[src/rtl/display_pkg.sv]
// Shared types and constants for the 7-segment display scheduler.
package display_pkg;

  typedef enum logic [1:0] {
    MODE_TIME  = 2'd0,
    MODE_ALARM = 2'd1,
    MODE_EDIT  = 2'd2
  } mode_e;

  localparam logic [5:0] MAX_MIN  = 6'd59;
  localparam logic [5:0] MAX_HOUR = 6'd23;

  localparam logic [1:0] EDIT_NONE = 2'b00;
  localparam logic [1:0] EDIT_MIN  = 2'b01;
  localparam logic [1:0] EDIT_HOUR = 2'b10;
  localparam logic [1:0] EDIT_BOTH = 2'b11;

  localparam logic [3:0] ALL_ON = 4'b1111;

endpackage

[src/rtl/display_scheduler_scan_timer.sv]
// Scan prescaler and 3-bit phase counter; fb marks the last cycle of phase 7.
module scan_timer #(
  parameter int SCAN_DIV = 1000
) (
  input  logic       clock,
  input  logic       reset,
  output logic [2:0] byte_status,
  output logic       fb
);

  localparam int PW = (SCAN_DIV > 1) ? $clog2(SCAN_DIV) : 1;
  localparam logic [PW-1:0] PCNT_LAST = PW'(SCAN_DIV - 1);

  logic [PW-1:0] r_pcnt;
  logic [2:0]    r_phase;
  logic          w_tc;

  assign w_tc        = (r_pcnt == PCNT_LAST);
  assign fb          = w_tc && (r_phase == 3'd7);
  assign byte_status = r_phase;

  always_ff @(posedge clock or negedge reset) begin
    if (!reset) begin
      r_pcnt  <= '0;
      r_phase <= '0;
    end else begin
      r_pcnt <= w_tc ? '0 : r_pcnt + 1'b1;
      if (w_tc) r_phase <= r_phase + 3'd1;
    end
  end

endmodule

[src/rtl/display_scheduler.sv]
// Frame-synchronous mode arbitration, snapshot/clamp and alarm-edit blink mask.
//   state      | meaning
//   MODE_TIME  | showing time_data, mask all on
//   MODE_ALARM | showing alarm_data, mask all on
//   MODE_EDIT  | showing alarm_data, edited field blinks every BLINK_FRAMES frames
module display_scheduler
  import display_pkg::*;
#(
  parameter int SCAN_DIV     = 1000,
  parameter int BLINK_FRAMES = 64
) (
  input  logic        clock,
  input  logic        reset,
  input  logic [11:0] time_data,
  input  logic [11:0] alarm_data,
  input  logic        show_alarm,
  input  logic [1:0]  edit_field,
  output logic [11:0] data_show,
  output logic [2:0]  byte_status,
  output logic [3:0]  digit_mask,
  output logic        frame_start,
  output logic        range_err
);

  localparam int BW = (BLINK_FRAMES > 1) ? $clog2(BLINK_FRAMES) : 1;
  localparam logic [BW-1:0] BCNT_LAST = BW'(BLINK_FRAMES - 1);

  mode_e         r_state;
  logic [BW-1:0] r_bcnt;
  logic          r_blink_on;

  logic          w_fb;
  mode_e         w_next_state;
  logic [11:0]   w_src;
  logic          w_min_bad;
  logic          w_hour_bad;
  logic [BW-1:0] w_next_bcnt;
  logic          w_next_blink;
  logic [3:0]    w_next_mask;

  scan_timer #(.SCAN_DIV(SCAN_DIV)) u_scan_timer (
    .clock       (clock),
    .reset       (reset),
    .byte_status (byte_status),
    .fb          (w_fb)
  );

  always_comb begin
    w_next_state = MODE_TIME;
    if (edit_field != EDIT_NONE) w_next_state = MODE_EDIT;
    else if (show_alarm)         w_next_state = MODE_ALARM;
  end

  assign w_src      = (w_next_state == MODE_TIME) ? time_data : alarm_data;
  assign w_min_bad  = (w_src[5:0]  > MAX_MIN);
  assign w_hour_bad = (w_src[11:6] > MAX_HOUR);

  // Blink phase restarts visible on every fresh entry into EDIT.
  always_comb begin
    w_next_bcnt  = '0;
    w_next_blink = 1'b1;
    if (w_next_state == MODE_EDIT && r_state == MODE_EDIT) begin
      if (r_bcnt == BCNT_LAST) begin
        w_next_bcnt  = '0;
        w_next_blink = ~r_blink_on;
      end else begin
        w_next_bcnt  = r_bcnt + 1'b1;
        w_next_blink = r_blink_on;
      end
    end
  end

  always_comb begin
    w_next_mask = ALL_ON;
    if (w_next_state == MODE_EDIT && !w_next_blink) begin
      case (edit_field)
        EDIT_MIN:  w_next_mask = 4'b1100;
        EDIT_HOUR: w_next_mask = 4'b0011;
        EDIT_BOTH: w_next_mask = 4'b0000;
        default:   w_next_mask = ALL_ON;
      endcase
    end
  end

  always_ff @(posedge clock or negedge reset) begin
    if (!reset) begin
      r_state     <= MODE_TIME;
      r_bcnt      <= '0;
      r_blink_on  <= 1'b1;
      data_show   <= '0;
      digit_mask  <= ALL_ON;
      frame_start <= 1'b0;
      range_err   <= 1'b0;
    end else begin
      frame_start <= w_fb;
      if (w_fb) begin
        r_state    <= w_next_state;
        r_bcnt     <= w_next_bcnt;
        r_blink_on <= w_next_blink;
        data_show  <= {w_hour_bad ? 6'd0 : w_src[11:6], w_min_bad ? 6'd0 : w_src[5:0]};
        range_err  <= w_min_bad || w_hour_bad;
        digit_mask <= w_next_mask;
      end
    end
  end

endmodule

[config.mk]
export PLATFORM = sky130hd
export DESIGN_NAME = display_scheduler
export DESIGN_NICKNAME = d
export VERILOG_FILES = /design/src/rtl/display_pkg.sv /design/src/rtl/display_scheduler_scan_timer.sv /design/src/rtl/display_scheduler.sv
export SDC_FILE = /design/constraint.sdc
export NUM_CORES = 1
export LEC_CHECK = 0
export ABC_AREA = 1
export CAP_MARGIN = 20
export CORE_ASPECT_RATIO = 1.4
export CORE_MARGIN = 10
export CORE_UTILIZATION = 35
export CTS_CLUSTER_DIAMETER = 80
export DETAILED_ROUTE_END_ITERATION = 7
export GPL_ROUTABILITY_DRIVEN = 0
export GPL_TIMING_DRIVEN = 0
export PLACE_DENSITY = 0.62
export RECOVER_POWER = 100
export REMOVE_ABC_BUFFERS = 1
export SYNTH_ARGS = -nofsm -noshare
export SYNTH_HDL_FRONTEND = slang
export SYNTH_SLANG_ARGS = --single-unit
[constraint.sdc]
create_clock -name clock -period 3.1 [get_ports clock]
set_input_delay 0.62 -clock clock [delete_from_list [all_inputs] [get_ports clock]]
set_output_delay 0.62 -clock clock [all_outputs]
set_load 0.01 [all_outputs]
# Yosys cells after proc, flatten, opt, wreduce, memory -nomap -nowiden
# Cells that the tools add are included.
[totals]
ff_bits = 40
inputBits = 29
output_inout_bits = 21
word_cells = 42
[classes]
n_addsub = 3
n_lt_le_gt_ge = 2
n_eq_ne = 8
n_mux = 12
n_bitwise = 1
n_reduce_logical = 7
[op_table]
columns = ["cell", "count"]
rows = [
  ["2-to-1 mux 6 bit", 4],
  ["2-to-1 mux 12 bit", 1],
  ["one-hot mux 4 bit (3 select lines)", 1],
  ["adder 10 x 1 -> 10 bit (second input constant)", 1],
  ["equality test 10 bit (second input constant)", 1],
  ["2-to-1 mux 10 bit", 1],
  ["equality test 2 bit (second input constant)", 4],
  ["adder 6 x 1 -> 6 bit (second input constant)", 1],
  ["equality test 6 bit (second input constant)", 1],
  ["> comparator 6 x 5 -> 1 bit (second input constant)", 1],
  ["> comparator 6 bit (second input constant)", 1],
  ["2-to-1 mux 4 bit", 1],
  ["adder 3 x 1 -> 3 bit (second input constant)", 1],
  ["equality test 3 bit (second input constant)", 1],
  ["logical AND 1 bit", 3],
  ["2-to-1 mux 1 bit", 3],
  ["equality test 2 x 1 -> 1 bit (second input constant)", 1],
  ["logical NOT 2 bit", 1],
  ["2-to-1 mux 2 bit", 1],
  ["nonzero test 2 bit", 1],
  ["logical NOT 1 bit", 1],
  ["logical OR 1 bit", 1],
  ["inverter 1 bit", 1],
]

# Longest topological paths before layout
[depth]
depth_word = 8
ltp_mapped = 10
ltp_nobuf = 9

# By module
# From an unflattened synthesis, not the netlist that was laid out.
[hier_totals]
cells_unflattened = 252
area_unflattened_um2 = 2034.5
[modules_own_cells]
columns = ["mod", "instances", "cells_each", "area_each_um2", "seq_area_each_um2"]
rows = [
  ["display_scheduler", 1, 169, 1346.3, 629.4],
  ["scan_timer", 1, 83, 688.2, 325.3],
]

# Worst setup path before layout
# OpenSTA, ideal clock, no wires.
[synth_path]
path_kind = "input -> register"
startpoint = "in edit_field[0]"
endpoint = "reg range_err"
setup_ns = 0.116
arrival_time_ns = 1.427
path_slack_ns = 1.557
cell_stages = 9
path_cell_list = "nor2_4 nand2_2 buf_2 nand2_1 nand2_1 a21oi_4 nand2_1 nand2_1 nand2_1"
[synth_between]
elab_chain_len = 6
word_cells_on_any_way = 7
[synth_lines]
columns = ["item", "line", "rtl"]
rows = [
  ["start: declaration", "display_scheduler.sv:17", "input logic [1:0] edit_field,"],
  ["nonzero test 2 bit *", "display_scheduler.sv:50", "if (edit_field != EDIT_NONE) w_next_state = MODE_EDIT;"],
  ["2-to-1 mux 2 bit *", "display_scheduler.sv:50", ""],
  ["logical NOT 2 bit *", "display_scheduler.sv:54", "assign w_src = (w_next_state == MODE_TIME) ? time_data : alarm_data;"],
  ["2-to-1 mux 12 bit *", "display_scheduler.sv:54", ""],
  ["> comparator 6 bit or > comparator 6 x 5 -> 1 bit (tied branches)", "display_scheduler.sv:55, display_scheduler.sv:56", ""],
  ["logical OR 1 bit *", "display_scheduler.sv:101", "range_err <= w_min_bad || w_hour_bad;"],
  ["end signal: assignment", "display_scheduler.sv:101", ""],
  ["end: declaration", "display_scheduler.sv:22", "output logic range_err"],
]
# Every way passes the cells marked *; elsewhere a longest branch is shown, timed or not.
# A chain may end at the register's enable or synchronous reset.

# Worst setup path in the final report
# Same ends and word-level chain as after synthesis.

==> results.cfg <==
[route]
dr.pass1.iters = 4
dr_total_vias = 1668
drt-initial-drc-count = 68
via_per_inst = 4.61
drc_errors = 0
routedWlPerCell_um = 11.5
ant_nets = 0
wl_um = 4170

[global_routing]
grt_overflow = 0
grt_pass1_wl_um = 7150
antenna_found_initial = 1
grt_use_total_pct = 9.53
grt_pass1_vias = 1605
grt_max_degree = 39

[setup_path]
cp_slowest_cell = dlygate4sd3_1
critical_path.startpoint_type = input port
crit_path_end_kind = flop
path_max_fanout = 14
path_cells = dlygate4sd3_1, nor2_4, nand2_1, nand2_1, nand2_1, a21oi_1, nand2_1, nand2_1, nand2_1
reg2reg_depth = 6
cpLargestDelayFamily = simple AND/OR/NAND/NOR gates
r2r-start = u_scan_timer.byte_status[0]
worst-path-buf-inv = 1
cpPeakStageDelay_ns = 0.60
cp.required_ns = 3.28
cpMostUsedCell = nand2_1
rrSetupSlack_ns = 1.14
r2r_end = r_blink_on
path_class = input port to flop
crit_arrival_ns = 2.65

[sta]
hold_viol = 0
tns_ns = 0
maxSlewViolCount = 39
setup_viol_count_final = 0
timing.final.crit_share_pct = 79.6
skew_ns = 0.0100
grt_setup_unrepaired = no
slew_headroom_pct = -30.6
fin_crit_ns = 2.47
worstMarginPinSlew_ns = 1.96
timing.fmax_mhz = 405

[finish]
multi_input_area_um2 = 805
drive_gt1_share_pct = 6.14
post-route-util_pct = 46.4
area_delta_synth_final_pct = 30.5
fillers = 582
seq_area_um2 = 955
nets = 325

[synthesis]
ys_ff_latch = 38
yosysMostFrequentCell = nand2_1
synthTopCellsByCount = nand2_1 (84), dfrtp_1 (35), inv_1 (23), nand3_1 (23), nor2_1 (19)
ys.flop_type = dfrtp_1
async_flop_share_pct = 100
yosysSeqAreaShare_pct = 49.4
synth_edf_count = 0
syn-instance-count = 245
synth_top_area_share_pct = 45.3
synth_area_per_cell_um2 = 7.90
yosys_warnings = 0
netlist_area_um2 = 1930
synth_area_leaders = dfrtp_1 (45%), nand2_1 (16%), nand3_1 (6.0%), inv_1 (4.5%), dfstp_2 (4.1%)
ys_types = 28
yosys.area.top_type = dfrtp_1

[power]
power_density_nw_per_um2 = 363
irDropWorstVdd_v = 0.000169
total_leakage_power_nw = 1.20
power.total_mw = 0.916

[floorplanning]
placementRows = 32
fp.dieW_um = 82.8
start_util_pct = 35.5
die_y_um = 108
io_pins = 50
core_um2 = 5450
dieArea_um2 = 8940

[worst_hold_path]
min_path_cells = 2
hold_class = flop to flop
hp-start = data_show[2]
min_to = data_show[2]

[cts]
cts_setup_buffers = 0
insertion_delay_ns = 0.29
numCtsBuffers = 5
cts_root_buffer = clkbuf_8
cts_sinks = 38
cts_resized = 0
cts_hold_buf = 0
h-tree-depth = 2
clkTransAtPathRegs_ns = 0.08
cts_tree = built
ctsLongestPathBuffers = 2

[status]
violations = capacitance limit, slew limit
status = finished with violations

[placement]
port_buffers = 49
dp_hpwl_um = 3250

[job]
drv_cap = 1
==> layout by cell type (no fill, tap or decap) <==
| cell type | Yosys | final |
|---|---|---|
| dfstp_2 | 3 | 3 |
| a31oi_1 | 1 | 1 |
| nand4_1 | 2 | 2 |
| o21ai_0 | 6 | 9 |
| clkinv_2 | 1 | 2 |
| nand3_1 | 23 | 23 |
| dlygate4sd3_1 | 0 | 22 |
| o21ai_1 | 4 | 1 |
| inv_2 | 2 | 2 |
| clkinvlp_4 | 0 | 1 |
| inv_1 | 23 | 23 |
| xnor2_1 | 2 | 2 |
| ha_1 | 4 | 4 |
| dfrtp_1 | 35 | 35 |
| nor3_1 | 1 | 1 |
| nor2_4 | 1 | 1 |
| diode_2 | 0 | 1 |
| clkdlybuf4s50_1 | 0 | 26 |
| clkbuf_1 | 1 | 1 |
| xor2_1 | 3 | 3 |
| nand3b_1 | 4 | 4 |
| nor2_2 | 1 | 1 |
| nand3_2 | 1 | 1 |
| nand2_1 | 84 | 87 |
| nor2_1 | 19 | 19 |
| or2_2 | 1 | 1 |
| a21oi_1 | 11 | 12 |
| clkbuf_8 | 0 | 6 |
==> metal layers <==
layer	vias to the layer above	routed length, um	GRT usage [%]
li1	868	-	-
met5	-	0	0
met1	748	1700	9.80
met3	6	326	3.99
met2	46	2060	16.6
met4	0	83	4.39
==> report_power, final <==
| group | total, mW | leakage, nW | internal (mW) | switching [mW] |
|---|---|---|---|---|
| logic | 0.0715 | 0.736 | 0.0380 | 0.0335 |
| registers | 0.496 | 0.418 | 0.496 | 0.000197 |
| clock network | 0.349 | 0.0472 | 0.179 | 0.170 |
| total | 0.916 | 1.20 | 0.713 | 0.204 |
==> cell type report <==
class	count	share of cell area (%)
Sequential cell	38	37.8
Clock buffer	6	3.27
Timing Repair Buffer	49	19.2
Tap cell	68	3.37
Multi-Input combinational cell	172	31.9
Antenna cell	1	0.0991
Clock inverter	2	0.496
Inverter	26	3.91
==> metrics by stage <==
step	instance area (um2)	std cells	hold slack [ns]	setup WS (ns)
6_report	2520	362	0.477	0.631
5_1_grt	2520	362	0.508	0.427
4_1_cts	2540	361	0.463	1.01
3_5_place_dp	2450	353	0.465	0.690
3_3_place_gp	2450	353	0.450	0.447
2_1_floorplan	1880	236	0.324	1.40
==> worst register-to-register path: cells and delay by family, from the launching register on <==
family,cells,cell delay [ns]
simple gates,2,0.58
flops,1,0.41
buf+inv,1,0.40
fa+ha+maj,2,0.39
compound gates,1,0.10
==> cells by family after synthesis <==
group / after synthesis / synth area share, %
fa+ha+maj: 4 / 2.59
flops: 38 / 49.4
compound gates: 23 / 6.60
xor+xnor: 5 / 2.26
buf+inv: 35 / 8.08
simple gates: 140 / 31.1
==> worst max-delay path by stage <==
stage                               end                         from  slack (ns)  cells after the start
after floorplan           digit_mask[1]  u_scan_timer.byte_status[0]        1.40                      6
after global placement     data_show[6]                        reset        0.45                      1
after detailed placement      range_err                edit_field[0]        0.69                      9
after CTS                     range_err                edit_field[0]        1.01                      9
after global routing          range_err                edit_field[0]        0.43                      9
final                         range_err                edit_field[0]        0.63                      9
==> flip-flops by register name, summed over array words and instances (netlist names) <==
register                  flops
frame_start                   1
digit_mask                    2
data_show                    12
r_bcnt                        6
u_scan_timer.byte_status      3
r_blink_on                    1
r_state                       2
u_scan_timer.r_pcnt          10
range_err                     1
Power figures use the tool's default switching activity.
